## src/rtl/msk_rnd_source.sv

```systemverilog
// Fresh-randomness source for masked gadgets: RW seeded 32-bit Galois LFSR lanes, one bit per lane per transfer.
// Optional periodic reseed request is compiled in with `define MSKRND_RESEED_EN.
module msk_rnd_source #(
  parameter int d             = 2,
  parameter int RW            = d * (d - 1),
  parameter int RESEED_PERIOD = 1024
) (
  input  logic          clk,
  input  logic          rst,
  input  logic [31:0]   seed_data,
  input  logic          seed_valid,
  output logic          seed_ready,
  output logic [RW-1:0] rnd,
  output logic          rnd_valid,
  input  logic          rnd_ready,
  output logic          need_seed
);

  localparam int          IW   = (RW > 1) ? $clog2(RW) : 1;
  localparam logic [31:0] POLY = 32'h80200003;

  typedef enum logic [1:0] {
    UNSEEDED = 2'd0,
    LOADING  = 2'd1,
    RUN      = 2'd2
  } state_t;

  if (d < 2) begin : g_bad_shares
    $error("msk_rnd_source: d must be at least 2");
  end
  if (RW < 1) begin : g_bad_width
    $error("msk_rnd_source: RW must be at least 1");
  end
  if (RESEED_PERIOD < 1 || RESEED_PERIOD > (1 << 20)) begin : g_bad_period
    $error("msk_rnd_source: RESEED_PERIOD outside 1..2^20");
  end

  state_t        state;
  state_t        state_nxt;
  logic [31:0]   lane [RW];
  logic [IW-1:0] idx;
  logic          seed_hs;
  logic          rnd_hs;
  logic          last_lane;
  logic          reseed_due;
  logic [31:0]   seed_word;

  function automatic logic [31:0] lfsr_step(input logic [31:0] s);
    return (s >> 1) ^ (s[0] ? POLY : 32'h0);
  endfunction

  assign seed_hs   = seed_valid & seed_ready;
  assign rnd_hs    = rnd_valid & rnd_ready;
  assign last_lane = (idx == IW'(RW - 1));
  // An all-zero seed would lock a lane at zero forever.
  assign seed_word = (seed_data == 32'h0) ? 32'h00000001 : seed_data;

`ifdef MSKRND_RESEED_EN
  localparam int CW = $clog2(RESEED_PERIOD + 1);

  logic [CW-1:0] xfer_cnt;

  assign reseed_due = rnd_hs && (xfer_cnt == CW'(RESEED_PERIOD - 1));

  always_ff @(posedge clk or posedge rst) begin
    if (rst) begin
      xfer_cnt <= '0;
    end else if (rnd_hs) begin
      xfer_cnt <= reseed_due ? '0 : xfer_cnt + 1'b1;
    end
  end
`else
  assign reseed_due = 1'b0;
`endif

  always_ff @(posedge clk or posedge rst) begin
    if (rst) begin
      state <= UNSEEDED;
    end else begin
      state <= state_nxt;
    end
  end

  always_comb begin
    state_nxt = state;
    case (state)
      UNSEEDED, LOADING: begin
        // With a single lane the first seed word is also the last one.
        if (seed_hs) begin
          state_nxt = last_lane ? RUN : LOADING;
        end
      end
      RUN: begin
        if (reseed_due) begin
          state_nxt = UNSEEDED;
        end
      end
      default: state_nxt = UNSEEDED;
    endcase
  end

  always_comb begin
    seed_ready = 1'b0;
    rnd_valid  = 1'b0;
    need_seed  = 1'b0;
    case (state)
      UNSEEDED, LOADING: begin
        seed_ready = 1'b1;
        need_seed  = 1'b1;
      end
      RUN: begin
        rnd_valid = 1'b1;
      end
      default: begin
        seed_ready = 1'b0;
        rnd_valid  = 1'b0;
        need_seed  = 1'b0;
      end
    endcase
  end

  always_ff @(posedge clk or posedge rst) begin
    if (rst) begin
      idx <= '0;
    end else if (seed_hs) begin
      idx <= last_lane ? '0 : idx + 1'b1;
    end else if (reseed_due) begin
      idx <= '0;
    end
  end

  // Lanes survive a reseed request; they are only replaced word by word.
  always_ff @(posedge clk or posedge rst) begin
    if (rst) begin
      for (int k = 0; k < RW; k++) begin
        lane[k] <= 32'h0;
      end
    end else begin
      for (int k = 0; k < RW; k++) begin
        if (seed_hs && (idx == IW'(k))) begin
          lane[k] <= seed_word;
        end else if (rnd_hs) begin
          lane[k] <= lfsr_step(lane[k]);
        end
      end
    end
  end

  always_comb begin
    rnd = '0;
    for (int k = 0; k < RW; k++) begin
      rnd[k] = lane[k][0];
    end
  end

endmodule

```

## config.mk

```make
export PLATFORM = sky130hd
export DESIGN_NAME = msk_rnd_source
export DESIGN_NICKNAME = d
export VERILOG_FILES = /design/src/rtl/msk_rnd_source.sv
export SDC_FILE = /design/constraint.sdc
export NUM_CORES = 1
export LEC_CHECK = 0
export BUFFER_PORTS_ARGS = -buffer_cell sky130_fd_sc_hd__buf_2
export CORE_MARGIN = 2
export CORE_UTILIZATION = 57
export CTS_BUF_LIST = sky130_fd_sc_hd__clkbuf_4 sky130_fd_sc_hd__clkbuf_8 sky130_fd_sc_hd__clkbuf_16
export DETAILED_ROUTE_END_ITERATION = 7
export GPL_ROUTABILITY_DRIVEN = 0
export PLACE_DENSITY_LB_ADDON = 0.05
export SLEW_MARGIN = 20
export SYNTH_ARGS = -nofsm -noshare
export SYNTH_HDL_FRONTEND = slang
export SYNTH_SLANG_ARGS = --single-unit
```

## constraint.sdc

```tcl
create_clock -name clk -period 2.4 [get_ports clk]
set_clock_uncertainty 0.15 [all_clocks]
set_input_delay 0.12 -clock clk [delete_from_list [all_inputs] [get_ports clk]]
set_output_delay 0.12 -clock clk [all_outputs]
set_load 0.05 [all_outputs]
```

==> results.md, run 1 <==
* Status: finished, final reports clean
* Via count at ~2500
* Initial Utilization at 59.5%
* Post-CTS Hold Fix Bufs at 34
* First-pass GRT wire length at 12100 um
* Min Tclk post-route at between 1500 and 2000 ps
* Filler instances at 358
* #FFs+latches synth at 67
* Die footprint at 6000 um2
* Ant diodes at 0
* Crit-path cells: and3b_1, nor2_2, buf_12, nand2_1, nand2_1
* Row count at 26
* YS warnings at 0
* Synth top area cells: dfrtp_1 (55%), nand2_1 (11%), mux2i_1 (9.4%)
* Sw Share at 36.9%
* Largest area contributor in the netlist: dfrtp_1
* WL/cell at around 16 um
* Cell with the most instances after synthesis: nand2_1
* Post-synth top area share at 54.5%
* Core box area at 5170 um2
* Final total power at 4.80 mW
* Leakage at 1.93 nW
* Max-Cap Viols at 0
* Post-DRT Antenna Nets at 0
* Async S/R FF share, synth at 100%
* Inst Count DP at 407
* Post-CTS Setup Bufs at 0
* Initial antenna violation count at 0
* CP arrival at 1950 ps
* Most used cell along the critical path: nand2_1
* Layout cells sized above 1 at 17.1%
* CTS tree: built
* Bufs on Longest Clock Path at 2
* Buffers on Ports at 40
* Setup-failing EPs final at 0
* Data required time of the critical path at 2530 ps
* EDFF count, synth at 0
* Crit share post-route at roughly 76%
* I/O pin cnt at 41
* Setup Crit Path Kind: flip-flop to flip-flop
* Hpwl dp at 4400 um
* Synth Area per Inst at 9.83 um2
* Iter 0 DRT Violations at about 270
* Type of the worst min-delay path: input port to asynchronous set/reset pin
* Grt ovf at 0
* Largest net degree at the start of global routing at 44
* Startpoint Class: flip-flop
* CTS Sinks at 67
* Slew of the pin with the lowest slew margin at 658 ps
* Clock latency on the worst-skew pair at 340 ps
* CP max stage delay at 510 ps
* Vias in the first global route at 2459
* Post-Syn Instances at 313
* FMAX at 0.550 GHz
* Combinational share of power at 35.4%
* PD cells at approximately 1200 nW/um2
* Crit-path slowest cell: nor2_2
* Root Driver: clkbuf_8
* Relative slew slack at between 50% and 60%
* Clock power share at between 20% and 30%
* Critical path capture point type: flip-flop
* H-tree levels at 3
* DRT Wirelength at 7140 um
* Sequential fraction of design power at 42.0%
* TritonCTS Buffers at 9
* Hold Violations, Final at 0
* RSZ-0062 raised after global routing: false
* Vias per cell at 5.44
* CTS resizes at 0
* Nets at 418
* Switching pwr at 1.77 mW
* Synth cell count leaders: nand2_1 (90), dfrtp_1 (67), a22oi_1 (29), mux2i_1 (29), o21ai_0 (21)
* Die height at 77.5 um
* Setup TNS Final at 0 ps
* Seq/Total Area, Yosys at a little over half
* Final Max Slew Viols at 0
* Int Pwr at just over 3 mW
* CP max FO at 18
* Die X at 77.5 um
* Mapped cell area at 3080 um2
* Max IR drop VDD at 1060 uV
* Unique masters post-synth at 29
* First drt pass iteration count at 5
* Tot GR Track Use at 26.7%
* Non-Filler Instances at roughly 460
* DRC at 0
* Area Overhead vs Synth at 26.9%
* Mapped Nets at 349
* Synth Flop Type: dfrtp_1
* Clock-pin slew on the worst setup and hold paths at 80 ps
[cell families after synthesis]
logic type	after synthesis	share of synthesized area, %
AND/OR/NAND/NOR	115	15.7
AO/OA/AOI/OAI	69	14.4
flip-flops	67	54.5
multiplexers	29	9.44
buffers and inverters	27	4.23
XOR/XNOR	6	1.71
[critical path, delay by kind of cell, from the launching register on]
family,cells,cell delay [ps]
buf+inv,1,240
flops,1,460
simple gates,4,910
[through the flow]
stage	hold slack [ps]	cell area (um2)	utilization (%)	setup slack (ps)
after floorplan	60.1	3080	-	447
after global placement	50.4	3330	64.4	607
after detailed placement	43.9	3330	64.4	615
after CTS	208	3900	75.4	591
after global routing	243	3900	75.4	477
final	204	3900	75.4	582
[layout make-up]
| class | instances | area [um2] | area share, % |
|---|---|---|---|
| well taps | 70 | 87.6 | 2.24 |
| multi-input cells | 219 | 1270 | 32.6 |
| flip-flops and latches | 67 | 1680 | 43.0 |
| clock buffers | 12 | 159 | 4.07 |
| repair buffers | 81 | 618 | 15.8 |
| inverters | 4 | 15.0 | 0.385 |
| clock inverters | 4 | 72.6 | 1.86 |
[power by group through the flow]
stage	clock network [mW]	logic (mW)	registers [mW]
6_report	1.08	1.70	2.02
4_1_cts	1.10	1.70	2.02
3_3_place_gp	0	1.60	2.02
5_1_grt	1.15	1.91	2.09
3_5_place_dp	0	1.66	2.03
2_1_floorplan	0	1.35	1.93
[worst paths after layout]
| kind | start | endpoint | slack [ps] | depth (start not counted) |
|---|---|---|---|---|
| setup reg to reg | idx | lane[29] | 580 | 5 |
| hold / removal | rst | lane[41] | 200 | 3 |
| setup / recovery | idx | lane[29] | 580 | 5 |
| max in group asynchronous | rst | lane[63] | 1280 | 4 |
| min in group clk | rnd_ready | lane[22] | 250 | 5 |
| hold reg to reg | lane[27] | lane[27] | 330 | 2 |
[routing by layer]
layer  vias up  share of wire, %  global-route usage (%)
met5         -                 0                       0
met4         0               1.3                    10.5
met3         8               4.7                    6.40
met2        69                47                    40.6
met1      1181                47                    37.3
li1       1226                 -                       -
[layout by cell type (no fill, tap or decap), drive strengths merged, types with 2 or more instances in the layout]
cell,n
nor2,8
and3b,2
clkbuf,12
o21ai,32
inv,4
nor4,8
nand2,90
mux2i,29
dfrtp,67
bufinv,2
nand4,2
a22oi,29
xnor2,6
buf,47
dlygate4sd3,34
[flip-flops by register name, indices dropped and copies added (netlist names)]
register  count
state         2
rnd           2
lane         62
idx           1
Note: power is estimated with default switching activity, not from simulation.
==> run 2: changes to the inputs <==
- clock period: 2.4 -> 1.8 ns (I/O delays scaled with it)
==> run 2 against run 1 <==
Compared with the run above: fmax rose by 8.3%; clock power rose by 42%; hold slack improved by 30 ps; highest routed layer unchanged.
==> results.md, run 2 (synthesized netlist as in run 1, its figures left out) <==
* TritonCTS Buffers at 9
* Root Driver: clkbuf_8
* Critical path buffers and inverters at 1
* DRT Wirelength at slightly above 7000 um
* Relative slew slack at about three quarters
* Crit. path cell count at 4
* DRC at 0
* Reg2reg start: state[0]
* Row count at 26
* Setup-failing EPs final at 0
* Die X at just under 80 um
* Min Tclk post-route at 1680 ps
* Final Max Slew Viols at 0
* CP arrival at 1750 ps
* First drt pass iteration count at 7
* Largest delay share family, worst path: flip-flops
* I/O pin cnt at 41
* Initial antenna violation count at 0
* CP max FO at 27
* Data required time of the critical path at 1870 ps
* Nets at 423
* WL/cell at 15.4 um
* HP Start: rnd_ready
* Via count at 2563
* Critical path capture point type: flip-flop
* Worst setup margin at 121 ps
* Hpwl dp at 4380 um
* Post-DRT Antenna Nets at 0
* Clock-pin slew on the worst setup and hold paths at ~70 ps
* Reg-to-Reg End: lane[60]
* PD cells at 1660 nW/um2
* Max reg flops at 62
* Startpoint Class: flip-flop
* Largest net degree at the start of global routing at 68
* Leakage at roughly 2.0 nW
* R2R setup slack at 120 ps
* Iter 0 DRT Violations at 215
* RSZ-0062 raised after global routing: false
* Setup TNS Final at 0 ps
* Clock latency on the worst-skew pair at 350 ps
* Grt ovf at 0
* Slew of the pin with the lowest slew margin at 399 ps
* Hold Violations, Final at 0
* Top reg by flops: lane
* Crit-path slowest cell: dfrtp_1
* Layout cells sized above 1 at 18.1%
* Ant diodes at 0
* Most common cell after layout, fill and taps aside: nand2_1
* Bufs on Longest Clock Path at 2
* Hold path depth at 4
* Tot GR Track Use at between 20% and 30%
* Setup Crit Path Kind: flip-flop to flip-flop
* Crit-path cells: and3b_1, buf_4, mux2i_1, o21ai_0
* Vias per cell at 5.55
* Max IR drop VDD at 1290 uV
* Area Overhead vs Synth at 29.1%
* Die height at 77.5 um
* Status: finished, final reports clean
* R2R depth at 4
* Crit share post-route at a little over 90%
* H-tree levels at 3
* Core box area at 5170 um2
* CTS Sinks at 67
* Hold endpoint: lane[21]
* Buffers on Ports at 40
* Vias in the first global route at 2531
* Die footprint at 6000 um2
* WHS at approximately 230 ps
* Setup WS pre-CTS at ~180 ps
* Most frequent cells in the layout: nand2_1 (90), dfrtp_1 (67), buf_2 (40), dlygate4sd3_1 (34)
* CTS tree: built
* First-pass GRT wire length at 12200 um
* FMAX at 0.596 GHz
* Max-Cap Viols at 0
* CP max stage delay at between 400 and 500 ps
* Initial Utilization at 59.5%
* Type of the worst min-delay path: input port to flip-flop
-- run 2: cell types whose count changed in the layout (fill, tap and decap cells not counted), sizes merged --
cell	delta
buf	+5
bufinv	+1
clkbuf	-1
clkinv	+1
inv	-1
-- run 2: cell type report --
type                            count  area [um2]
Sequential cell                    67        1680
Multi-Input combinational cell    219        1270
Fill cell                         348        1200
Timing Repair Buffer               86         668
Clock buffer                       11         145
Clock inverter                      5         100
Tap cell                           70        87.6
Inverter                            4        18.8
-- run 2: repair_timing --
action,CTS,global route
endpoints found under the hold margin,133,0
resized for setup,0,0
hold buffers,34,0
buffers inserted,0,0
-- run 2: how the worst max path moves through the flow --
stage / end / slack (ps) / start
detailed placement: lane[61] / 180 / state[0]
global route: lane[60] / 20 / state[0]
floorplan: rnd_valid / 210 / state[1]
CTS: lane[61] / 150 / state[0]
global placement: lane[60] / 270 / state[0]
finish: lane[60] / 120 / state[0]
-- run 2: per-layer routing --
layer | part of all wire (%) | global-route usage, % | up-vias
met5 | 0 | 0 | -
met4 | 2.2 | 13.0 | 0
met3 | 3.8 | 5.58 | 14
met2 | 47 | 41.1 | 74
met1 | 47 | 36.5 | 1234
li1 | - | - | 1241
-- run 2: per-stage QoR --
step / std cells / area [um2] / power, mW / utilization (%)
CTS: 462 / 3970 / 6.59 / 76.8
finish: 462 / 3970 / 6.57 / 76.8
floorplan: 313 / 3080 / 4.37 / -
detailed placement: 412 / 3380 / 4.99 / 65.4
global route: 462 / 3970 / 7.06 / 76.8
global placement: 412 / 3380 / 4.88 / 65.4
-- run 2: worst register-to-register path, delay by kind of cell, from the launching register on --
| family | cells | cell delay, ps |
|---|---|---|
| multiplexers | 1 | 250 |
| flip-flops | 1 | 420 |
| AND/OR/NAND/NOR | 1 | 300 |
| AO/OA/AOI/OAI | 1 | 100 |
| buffers and inverters | 1 | 340 |
-- run 2: power by group --
group / leakage, nW / internal, mW / total, mW / switching, mW
logic: 1.01 / 1.01 / 2.36 / 1.35
clock network: 0.127 / 0.969 / 1.53 / 0.565
registers: 0.833 / 2.23 / 2.68 / 0.453
